**src/rtl/bitonic_unloader.sv**
```systemverilog
// Drain stage of the bitonic sort pipeline: buffers up to two sorted vectors and
// serialises them one element per valid/ready handshake, dropping vectors when full.
module bitonic_unloader #(
    parameter int LOG_INPUT  = 4,
    parameter int DATA_WIDTH = 8,
    parameter int LSB_FIRST  = 1
) (
    input  logic                                clk,
    input  logic                                rst,
    input  logic                                x_valid,
    input  logic [DATA_WIDTH*(1<<LOG_INPUT)-1:0] x,
    output logic                                x_ready,
    output logic [DATA_WIDTH-1:0]               out_data,
    output logic                                out_valid,
    input  logic                                out_ready,
    output logic [LOG_INPUT-1:0]                out_index,
    output logic                                out_last,
    output logic [1:0]                          buf_count,
    output logic                                overflow
);

    localparam int N = 1 << LOG_INPUT;
    localparam logic [LOG_INPUT-1:0] LAST_IDX = LOG_INPUT'(N - 1);

    typedef enum logic [1:0] {
        EMPTY = 2'd0,
        ONE   = 2'd1,
        FULL  = 2'd2
    } state_t;

    state_t                      state;
    state_t                      state_nxt;
    logic [DATA_WIDTH*N-1:0]     slot [2];
    logic                        wr_ptr;
    logic                        rd_ptr;
    logic [LOG_INPUT-1:0]        idx;
    logic [LOG_INPUT-1:0]        elem_sel;
    logic [DATA_WIDTH-1:0]       head_elems [N];
    logic                        overflow_q;
    logic                        hs;
    logic                        rel_head;
    logic                        accept;
    logic                        drop;

    assign out_valid = (state != EMPTY);
    assign hs        = out_valid & out_ready;
    assign rel_head  = hs & (idx == LAST_IDX);

    always_comb begin
        state_nxt = state;
        accept    = 1'b0;
        drop      = 1'b0;
        case (state)
            EMPTY: begin
                if (x_valid) begin
                    accept    = 1'b1;
                    state_nxt = ONE;
                end
            end
            ONE: begin
                if (x_valid) begin
                    accept = 1'b1;
                    if (!rel_head) state_nxt = FULL;
                end else if (rel_head) begin
                    state_nxt = EMPTY;
                end
            end
            FULL: begin
                // The head slot frees on this same edge, so its slot (== wr_ptr) takes the new vector.
                if (x_valid) begin
                    if (rel_head) accept = 1'b1;
                    else          drop   = 1'b1;
                end else if (rel_head) begin
                    state_nxt = ONE;
                end
            end
            default: state_nxt = EMPTY;
        endcase
    end

    always_ff @(posedge clk) begin
        if (!rst) begin
            state      <= EMPTY;
            wr_ptr     <= 1'b0;
            rd_ptr     <= 1'b0;
            idx        <= '0;
            overflow_q <= 1'b0;
            for (int i = 0; i < 2; i++) slot[i] <= '0;
        end else begin
            state <= state_nxt;
            if (accept) begin
                slot[wr_ptr] <= x;
                wr_ptr       <= ~wr_ptr;
            end
            if (hs) idx <= idx + 1'b1;
            if (rel_head) rd_ptr <= ~rd_ptr;
            if (drop) overflow_q <= 1'b1;
        end
    end

    always_comb begin
        for (int i = 0; i < N; i++) begin
            head_elems[i] = slot[rd_ptr][i*DATA_WIDTH +: DATA_WIDTH];
        end
    end

    assign elem_sel  = (LSB_FIRST != 0) ? idx : (LAST_IDX - idx);
    assign out_data  = out_valid ? head_elems[elem_sel] : '0;
    assign out_index = idx;
    assign out_last  = out_valid & (idx == LAST_IDX);
    assign buf_count = state;
    assign x_ready   = (state != FULL);
    assign overflow  = overflow_q;

endmodule

```
**config.mk**
```make
export PLATFORM = sky130hd
export DESIGN_NAME = bitonic_unloader
export DESIGN_NICKNAME = d
export VERILOG_FILES = /design/src/rtl/bitonic_unloader.sv
export SDC_FILE = /design/constraint.sdc
export NUM_CORES = 1
export LEC_CHECK = 0
export BUFFER_PORTS_ARGS = -buffer_cell sky130_fd_sc_hd__clkbuf_2
export CORE_MARGIN = 2
export CORE_UTILIZATION = 58
export DETAILED_ROUTE_END_ITERATION = 16
export PLACE_DENSITY = 0.78
export SLEW_MARGIN = 20
export SYNTH_ARGS = -nofsm -noshare
export SYNTH_HDL_FRONTEND = slang
export SYNTH_SLANG_ARGS = --single-unit
```
**constraint.sdc**
```tcl
create_clock -name clk -period 6.64 [get_ports clk]
set_input_delay 0.332 -clock clk [delete_from_list [all_inputs] [get_ports clk]]
set_output_delay 0.332 -clock clk [all_outputs]
set_load 0.02 [all_outputs]
```
After elaboration in Yosys (flattened, before gate mapping)
Memories as Yosys holds them, arrays and structs flattened. A register that Yosys moved wholly into a read port is not among the register bits.
Index checks and enable logic that the tools add are counted.
{ "classes": {"reduce_logical": 5, "eq_ne": 9, "order_cmp": 1, "n_mux": 27, "add_sub_neg": 1, "n_bitwise": 6} }
{ "op_table": {"columns": ["op", "n"], "rows": [
  ["128-bit 2-to-1 mux", 1],
  ["128-bit OR reduction", 1],
  ["8-bit binary-select mux with 4-bit select", 1],
  ["8-bit 2-to-1 mux", 3],
  ["1-bit 2-to-1 mux", 14],
  ["2-bit 2-to-1 mux", 6],
  ["2-bit inequality test, second input constant", 4],
  ["3-bit inequality test, second input constant", 2],
  ["2-bit one-hot mux with 3 select lines", 1],
  ["5-bit >= comparator, second input constant", 1],
  ["4-bit inverter with 5-bit output", 1],
  ["5-bit AND reduction", 1],
  ["4-bit by 1-bit adder with 4-bit output, second input constant", 1],
  ["4-bit == test, second input constant", 1],
  ["1-bit AND", 3],
  ["2-bit by 1-bit == test with 1-bit output, second input constant", 1],
  ["2-bit == test, second input constant", 1],
  ["2-bit logical NOT", 1],
  ["1-bit inverter", 2],
  ["1-bit one-hot mux with 2 select lines", 1],
  ["2-bit nonzero test", 1],
  ["2-bit OR reduction", 1]
]} }
{ "word_totals": {"elab_cells": 55, "ram_bits": 256, "input_bits": 132, "out_inout_bits": 18, "register_bits": 9, "mem_count": 1} }
{ "mem_list": {"columns": ["memory", "depth", "width", "read_ports", "rd_ports_with_merged_regs", "wr", "line", "text"], "rows": [
  ["slot", 2, 128, 1, 1, 2, "33", "logic [DATA_WIDTH*N-1:0] slot [2];"]
]} }

Depth between registers and ports, before layout
Gate-level depths: netlist (run 1).
{ "depth": {"ltp_word": 11, "depth_mapped": 8, "depth_no_buf": 5} }

Worst setup path before layout (run 1)
No wires, ideal clock.
{ "synth_path": {"kind": "reg-to-reg", "from": "register idx[0], in the netlist out_index[0]", "to": "memory slot[1][0] in the netlist's numbering (enable)", "arrival_ps": 4793, "n_path_buf": 1, "t_required_ps": 6130, "path_stages_with_launch": 7, "synth_period_minus_slack_ps": 5303, "setup_ps": 510, "slack_ps": 1337, "path_cell_list": "dfxtp_1 > ha_1 > nand3_1 > o31a_1 > nor4b_4 > clkbuf_2 > nand2b_1"} }
{ "synth_lines": {"columns": ["item", "line", "text"], "rows": [
  ["start, declared", "36", "logic [LOG_INPUT-1:0] idx;"],
  ["start signal, assigned", "95", "if (hs) idx <= idx + 1'b1;"],
  ["end, declared", "33", null]
]} }

==> impl_metrics.tcl, run 1 <==
set metrics [dict create \
    outcome "finished, final reports clean" \
    max_slew_margin_pct 29.9 \
    grt_max_degree 129 \
    numCtsBuffers 27 \
    die_height_um 148 \
    internal_power_uw 3040 \
    crit_path_start_kind "flop" \
    rows 52 \
    worst_pin_slew_ns 1.05 \
    comb_power_share_pct 8.0 \
    cp_slowest_stage_delay_ns 0.98 \
    cts_tree "yes" \
    final_util_pct 68.1 \
    firstDrtPassIters 5 \
    diodes 0 \
    worstSetupEndpointType "output port" \
    path_class "reg2out" \
    path_buf_inv 2 \
    cap_violations 0 \
    sw_frac_of_total_pct 21.4 \
    avgRoutedWirePerCell_um 21.7 \
    core_region_area_sq_um 20300 \
    antenna_found_initial 3 \
    cp.required_ns 6.31 \
    synth_cell_types 41 \
    die_x_um 148 \
    fillers 1403 \
    drive_gt1_share_pct 28.4 \
    die-area_sq_um 21900 \
    period_share_pct 54.0 \
    cts_max_path_buffers 3 \
    crit_fanout 49 \
    clockRootBuffer "clkbuf_16" \
    cts_resized 0 \
    setup_viol 0 \
    crit_chain "buf_4 -> mux4_2 -> o21ai_0 -> a31oi_1 -> clkbuf_2" \
    crit_slowest_cell "dfxtp_4" \
    nets 1023 \
    drt-total-wl_um 25700 \
    clk_latency_ns 0.53 \
    hp-class "in2reg" \
    place_hpwl_um 16400 \
    p_switching_uw 826 \
    holdWs_ns 0.0886 \
    worstPathArrival_ns 3.25 \
    synth_top_family_by_area "simple AND/OR/NAND/NOR gates" \
    synth_mux_area_share_pct 13.6 \
    rsz0062_at_grt "no" \
    syn_area_per_cell_sq_um 15.9 \
    via_per_inst 5.79 \
    leakage_uw 0.00530 \
    ys_ff_latch 266 \
    synth-xor-area-share_pct 0.291 \
    rr_worst_depth 5 \
    post_cts_buffers 0 \
    synth_compound_area_share_pct 2.87 \
    ir_worst_vdd_uv 226 \
    synth_area_sq_um 12000 \
    synthSimpleGateAreaFrac_pct 14.8 \
    synthAdderAreaFrac_pct 0.104 \
    gp_congestion 0.818 \
    slew_viol_final 0 \
    fin_tns_setup_ns 0 \
    cp_top_family "flip-flops" \
    htreeDepth 1 \
    grt_pass1_vias 6928 \
    hold_viol 0 \
    synth-edff-count 256 \
    grt_first_pass_wirelength_um 39200 \
    synth_fp_nets 888 \
    vias 6835 \
    clock_power_share_pct 40.1 \
    p_seq_share_pct 52.0 \
    yosysSeqAreaShare_pct 65.5 \
    hold_path_depth 2 \
    power_density_nw_per_um2 280 \
    drtAntennaViolNets 0 \
    numPortBuffers 149 \
    fmax_ghz 0.279 \
    ys.flop_type "edfxtp_1" \
    start_util_pct 59.3 \
    io-pin-count 150 \
    async_flop_share_pct 0 \
    areaGrowthSynthToFinish_pct 14.8 \
    grt.total_usage_pct 23.6 \
    cts_hold_buffers 0 \
    period_needed_ns 3.58 \
    skew_ns 0.0151 \
    synth_warnings 0 \
    first_iter_violations 517 \
    overflow 0 \
    cp.depth 5 \
    cts.sink_count 266 \
    postSynthCellCount 755 \
    post-route-drc-count 0 \
    cts.clk_slew.worst_paths_ns 0.06 \
]
-- registers in the layout, summed over array words and instances, names as in the netlist, named ones only --
signal	count
buf_count	2
slot	256
overflow	1
rd_ptr	1
wr_ptr	1
out_index	4
-- layer usage --
layer	wire length [um]	vias up	global-route usage (%)
met4	524	6	6.00
met1	10300	3437	33.1
met2	12900	253	39.4
met3	1920	46	3.99
met5	39	-	0
li1	-	3093	-
-- layout make-up --
type / instances / area, sq um / share of cell area [%]
clock buffers: 30 / 687 / 4.97
multi-input cells: 430 / 3840 / 27.8
well taps: 270 / 338 / 2.44
flip-flops and latches: 266 / 7890 / 57.1
inverters: 6 / 22.5 / 0.163
clock inverters: 20 / 221 / 1.60
repair buffers: 159 / 825 / 5.97
-- cell families (layout without fill, tap and decap cells) --
kind of cell | Yosys count | after routing
fa+ha+maj | 1 | 1
xor+xnor | 4 | 4
compound gates | 48 | 48
buf+inv | 59 | 215
simple gates | 286 | 286
mux | 91 | 91
flops | 266 | 266
-- metrics by stage --
stage	setup slack, ns	cell area [sq um]	total power (uW)	std cells
detailed placement	3.27	12900	2350	1131
floorplan	1.34	12000	2220	755
global route	2.82	13800	3970	1181
CTS	2.93	13800	3890	1181
finish	3.06	13800	3870	1181
global placement	3.35	12900	2340	1131
-- power by group through the flow --
stage / clock [uW] / sequential, uW / combinational (uW)
2_1_floorplan: 0 / 2040 / 186
3_3_place_gp: 0 / 2040 / 301
3_5_place_dp: 0 / 2040 / 307
6_report: 1550 / 2010 / 307
5_1_grt: 1620 / 2020 / 332
4_1_cts: 1570 / 2010 / 310
-- worst paths after layout --
check                             from                         end  slack, ns
min reg2reg        rd_ptr$_SDFFE_PN0P_                        flop       0.52
min                             x[113]  slot[0][113]$_SDFFCE_PN0P_       0.09
max                               flop                 out_data[7]       3.06
max reg2reg  out_index[2]$_SDFFE_PN0P_   slot[0][43]$_SDFFCE_PN0P_       3.20
-- placed cells by master (no fill, tap or decap), drive strengths merged --
cell type / instances
a31oi: 8
and2: 257
nor4b: 1
clkinv: 14
nand4b: 1
xnor2: 1
nor4: 1
mux2: 1
o211ai: 1
dfxtp: 10
o21a: 2
or3: 1
o31a: 1
nor2: 11
and2b: 1
and3: 1
buf: 10
xor2: 3
ha: 1
nand4: 1
o21ai: 9
a221oi: 7
nand2b: 2
mux2i: 33
nand2: 3
a21oi: 5
bufinv: 5
clkbuf: 179
a22oi: 7
inv: 7
edfxtp: 256
nor2b: 3
mux4: 57
a221o: 8
nand3: 3
-- cell usage after synthesis (all sizes together) (7+ instances only) --
library cell    n  area [sq um]
a221o           8          80.1
mux2i          33           330
edfxtp        256          7690
dfxtp          10           200
buf            20           153
a31oi           8          50.1
o21ai           9          45.0
and2          257          1610
a221oi          7          61.3
mux4           57          1300
nor2           11          41.3
a22oi           7          52.6
clkbuf         31           140
(Power assumes the default switching activity.)
==> run 2, diff against run 1 <==
==> constraint.sdc (replaced) <==
create_clock -name clk -period 3.7 [get_ports clk]
set_input_delay 0.185 -clock clk [delete_from_list [all_inputs] [get_ports clk]]
set_output_delay 0.185 -clock clk [all_outputs]
set_load 0.02 [all_outputs]
==> run 2 against run 1 <==
Against the previous run: the run now ends with negative hold slack left; first-iteration DRC count shrank 0.19%; wire length grew 2.8%; sequential share of layout area shrank 4.8 points; total power grew 75%; largest power group unchanged.
==> impl_metrics.tcl, run 2 (synthesis gave the netlist of run 1 again) <==
set metrics [dict create \
    outcome "complete, but fails checks" \
    failed_checks "negative hold slack" \
    firstDrtPassIters 7 \
    nets 1153 \
    via_per_inst 5.56 \
    final_common_cell "and2_1" \
    fin_cells 1308 \
    skew_ns 0.00928 \
    post-route-drc-count 0 \
    cts_hold_buffers 127 \
    clockRootBuffer "clkbuf_16" \
    antenna_found_initial 1 \
    overflow 0 \
    numCtsBuffers 27 \
    cts.sink_count 266 \
    grt_first_pass_wirelength_um 40600 \
    grt_pass1_vias 7532 \
    hp-class "in2reg" \
    die-area_sq_um 21900 \
    layout_common_cells "and2_1, edfxtp_1, clkbuf_2, dlygate4sd3_1, mux4_2" \
    numPortBuffers 149 \
    htreeDepth 1 \
    top_register "slot" \
    rows 52 \
    largest_reg_flops 256 \
    path_class "reg2out" \
    placed_cells 1134 \
    cp_slowest_stage_delay_ns 0.64 \
    period_share_pct 81.7 \
    cts_max_path_buffers 3 \
    avgRoutedWirePerCell_um 20.2 \
    vias 7277 \
    power_density_nw_per_um2 448 \
    io-pin-count 150 \
    crit_fanout 54 \
    post_cts_buffers 0 \
    fmax_ghz 0.331 \
    setup_viol 0 \
    fin_tns_setup_ns 0 \
    areaGrowthSynthToFinish_pct 25.3 \
    leakage_uw 0.00581 \
    final_util_pct 74.3 \
    worstPathArrival_ns 2.84 \
    gp_congestion 0.809 \
    drt-total-wl_um 26400 \
    grt.total_usage_pct 24.4 \
    rsz0062_at_grt "no" \
    drive_gt1_share_pct 25.1 \
    path_buf_inv 2 \
    fin_ws_ns 0.678 \
    crit_path_start_kind "flop" \
    crit_slowest_cell "buf_4" \
    crit_chain "buf_4 -> mux4_2 -> mux2i_1 -> a221o_1 -> a31oi_1 -> clkbuf_2" \
    slew_viol_final 0 \
    worst_pin_slew_ns 0.830 \
    worstSetupEndpointType "output port" \
    cap_violations 0 \
    first_iter_violations 516 \
    ir_worst_vdd_uv 336 \
    drtAntennaViolNets 0 \
    hold_viol 1 \
    cts_resized 0 \
    die_x_um 148 \
    cp.required_ns 3.51 \
    die_height_um 148 \
    p_total_uw 6760 \
    dp_slack_ns 0.836 \
    cts_tree "yes" \
    start_util_pct 59.3 \
    max_slew_margin_pct 44.7 \
    grt_max_degree 129 \
    clk_latency_ns 0.53 \
    period_needed_ns 3.02 \
    cts.clk_slew.worst_paths_ns 0.06 \
    cp_top_family "buffers and inverters" \
    place_hpwl_um 15700 \
    core_region_area_sq_um 20300 \
    holdWs_ns -0.000947 \
]
run 2: cell types whose count changed in the layout (fill, tap and decap cells not counted):
cell	previous run	this run
clkinv_4	1	0
clkbuf_1	3	8
clkinv_1	9	2
bufinv_16	5	1
nand2_8	0	1
clkinvlp_4	0	1
dlygate4sd3_1	0	127
buf_12	0	6
clkinv_2	4	6
buf_4	9	6
nand2_4	1	0
diode_2	0	1
run 2: path summary, 6_finish.rpt:
kind / from / endpoint / slack, ns / cells after the start
setup / recovery: out_index[1]$_SDFFE_PN0P_ / out_data[7] / 0.68 / 6
hold / removal: x[9] / slot[1][9]$_SDFFCE_PN0P_ / -0.0009 / 2
setup reg to reg: out_index[2]$_SDFFE_PN0P_ / slot[0][69]$_SDFFCE_PN0P_ / 0.82 / 5
hold reg to reg: rd_ptr$_SDFFE_PN0P_ / flop / 0.52 / 2
run 2: metrics by stage:
step	cell area [sq um]	hold slack, ns
after floorplan	12000	0.303
after global placement	13000	0.473
after detailed placement	13000	0.477
after CTS	15100	0.0000702
after global routing	15100	0.00332
final	15100	-0.000947
run 2: report_power, final:
group / switching, uW / internal, uW
Clock: 1080 / 1410
Sequential: 58.8 / 3530
Combinational: 345 / 335
Total: 1480 / 5280
run 2: cell type report:
type	count	area, sq um
sequential	266	7890
fill	1268	5220
multi-input combinational	430	3840
timing repair buffer	289	2190
clock buffer	35	706
tap	270	338
clock inverter	11	83.8
inverter	6	22.5
antenna	1	2.50
run 2: worst register-to-register path: cells and delay by family, from the launching register on:
kind,cells,cell delay (ns)
and+or+nand+nor,3,1.11
AOI/OAI and AO/OA,1,0.37
buffers and inverters,1,0.39
DFF,1,0.68
run 2: metal layers:
| metal | track usage [%] | vias up | routed length, um | part of all wire [%] |
|---|---|---|---|---|
| li1 | - | 3343 | - | - |
| met1 | 33.5 | 3661 | 10700 | 41 |
| met2 | 40.8 | 223 | 13500 | 51 |
| met3 | 3.22 | 50 | 1360 | 5.2 |
| met4 | 8.86 | 0 | 844 | 3.2 |
| met5 | 0 | - | 0 | 0 |
==> run 3, diff against run 2 <==
--- a/config.mk
+++ b/config.mk
@@ -7,9 +7,9 @@
 export LEC_CHECK = 0
 export BUFFER_PORTS_ARGS = -buffer_cell sky130_fd_sc_hd__clkbuf_2
 export CORE_MARGIN = 2
-export CORE_UTILIZATION = 58
+export CORE_UTILIZATION = 53
 export DETAILED_ROUTE_END_ITERATION = 16
-export PLACE_DENSITY = 0.78
+export PLACE_DENSITY = 0.75
 export SLEW_MARGIN = 20
 export SYNTH_ARGS = -nofsm -noshare
 export SYNTH_HDL_FRONTEND = slang
==> constraint.sdc (replaced) <==
create_clock -name clk -period 2.6 [get_ports clk]
set_input_delay 0.13 -clock clk [delete_from_list [all_inputs] [get_ports clk]]
set_output_delay 0.13 -clock clk [all_outputs]
set_load 0.02 [all_outputs]
==> run 3 against run 2 <==
Against the previous run: the run ends with negative setup slack left; sequential cell count did not move; utilization down 4.2 points; wire length rose by 6.5%; critical endpoint is now out_data[2]; combinational power up 49%; register-to-register slack worse by 0.59 ns; cell count increased by 2.7%; global-route usage decreased by 1.3 points; total power increased by 52%.
==> impl_metrics.tcl, run 3 (synthesis gave the netlist of run 1 again) <==
set metrics [dict create \
    p_total_uw 10200 \
    cp.required_ns 2.47 \
    worst_pin_slew_ns 0.725 \
    worstSetupEndpointType "output port" \
    fmax_ghz 0.383 \
    drtAntennaViolNets 0 \
    failed_checks "negative setup slack" \
    hold_viol 0 \
    grt.busiest_layer "met2" \
    grt.met1_usage_pct 30.1 \
    grt_use_met2_pct 40.4 \
    gp_congestion 0.812 \
    grt_pass1_vias 7766 \
    cp.depth 7 \
    grt_first_pass_wirelength_um 41900 \
    grt_max_degree 129 \
    cp_top_family "multiplexers" \
    avgRoutedWirePerCell_um 20.9 \
    cts_max_path_buffers 3 \
    clk_latency_ns 0.53 \
    crit_slowest_cell "mux4_2" \
    rsz0062_at_grt "yes" \
    areaGrowthSynthToFinish_pct 30.6 \
    drive_gt1_share_pct 27.9 \
    max_slew_margin_pct 51.5 \
    numCtsBuffers 27 \
    firstDrtPassIters 5 \
    period_needed_ns 2.61 \
    post-route-drc-count 0 \
    numPortBuffers 149 \
    setup_viol 3 \
    cp_slowest_stage_delay_ns 0.51 \
    cts.sink_count 266 \
    antenna_found_initial 0 \
    die_height_um 155 \
    drt-total-wl_um 28100 \
    met3_usage_pct 4.03 \
    final_common_cell "and2_1" \
    crit_path_start_kind "flop" \
    largest_reg_flops 256 \
    skew_ns 0.00963 \
    core_region_area_sq_um 22400 \
    die_x_um 155 \
    overflow 0 \
    power_density_nw_per_um2 652 \
    cts.clk_slew.worst_paths_ns 0.06 \
    top_register "slot" \
    crit_chain "buf_12 -> clkbuf_16 -> mux4_2 -> mux2i_2 -> a221o_1 -> a31oi_1 -> clkbuf_2" \
    layout_common_cells "and2_1, edfxtp_1, clkbuf_2, dlygate4sd3_1, mux4_2" \
    first_iter_violations 376 \
    worstPathArrival_ns 2.48 \
    nets 1172 \
    fillers 1455 \
    final_util_pct 70.1 \
    cap_violations 0 \
    rows 55 \
    path_class "reg2out" \
    grt.total_usage_pct 23.1 \
    slew_viol_final 0 \
    path_buf_inv 3 \
    clockRootBuffer "clkbuf_16" \
    leakage_uw 0.00606 \
    vias 7403 \
    htreeDepth 1 \
    via_per_inst 5.51 \
    hold_path_depth 4 \
    rr_worst_depth 6 \
    crit_fanout 5 \
    period_share_pct 100 \
    fin_ws_ns -0.00767 \
    holdWs_ns 0.112 \
    ir_worst_vdd_uv 387 \
    io-pin-count 150 \
    diodes 0 \
    place_hpwl_um 16100 \
    hp-class "in2reg" \
    placed_area_sq_um 13200 \
    fin_area_sq_um 15700 \
    die-area_sq_um 23900 \
    cts_tree "yes" \
    start_util_pct 53.6 \
    outcome "complete, but fails checks" \
]
## run 3: cell type report
type,count,area (sq um),share of cell area (%)
Inverter,6,25.0,0.159
Timing Repair Buffer,308,2570,16.4
Tap cell,285,357,2.27
Clock buffer,33,718,4.57
Multi-Input combinational cell,430,3920,24.9
Clock inverter,15,225,1.43
Sequential cell,266,7900,50.3
## run 3: per-stage QoR
step / TNS, ns / setup WS (ns) / instances
final: -0.0148 / -0.00767 / 1343
after global routing: -0.267 / -0.0472 / 1343
after CTS: -0.132 / -0.0455 / 1335
after detailed placement: 0 / 0.314 / 1154
after global placement: 0 / 0.354 / 1154
after floorplan: -24.74 / -0.193 / 755
## run 3: final timing paths
path | to | startpoint | slack (ns)
worst max register to register | slot[0][54]$_SDFFCE_PN0P_ | out_index[1]$_SDFFE_PN0P_ | 0.23
worst min register to register | rd_ptr$_SDFFE_PN0P_ | rd_ptr$_SDFFE_PN0P_ | 0.51
worst max-delay path | out_data[2] | flop | -0.008
worst min-delay path | buf_count[0]$_SDFFE_PN0P_ | out_ready | 0.11
## run 3: what timing repair did
item | 4_1_cts | 5_1_grt
cloned | 1 | 4
setup buffers | 2 | 4
endpoints found under the setup margin | 7 | 8
hold buffers | 130 | 0
gates resized for setup | 4 | 24
pin swaps | 1 | 7
hold endpoints to repair | 259 | 0
## run 3: where the power goes
part / total [uW] / internal, uW / switching [uW]
clock: 4120 / 2540 / 1570
sequential: 5110 / 5030 / 86.5
combinational: 1010 / 510 / 504
## run 3: worst register-to-register path, cell delays in order (launching register included)
cell and delay (ns):
dfxtp_4 0.41, ha_4 0.16, nand3_2 0.10, o31a_1 0.38, or3_1 0.44, nand2_8 0.29, buf_4 0.28
## run 3: metal layers
layer  vias up  routed length (um)  share of wire [%]
met5         -                   0                  0
met2       256               14200                 51
met3        47                1820                6.5
li1       3394                   -                  -
met4         0                 583                2.1
met1      3706               11500                 41
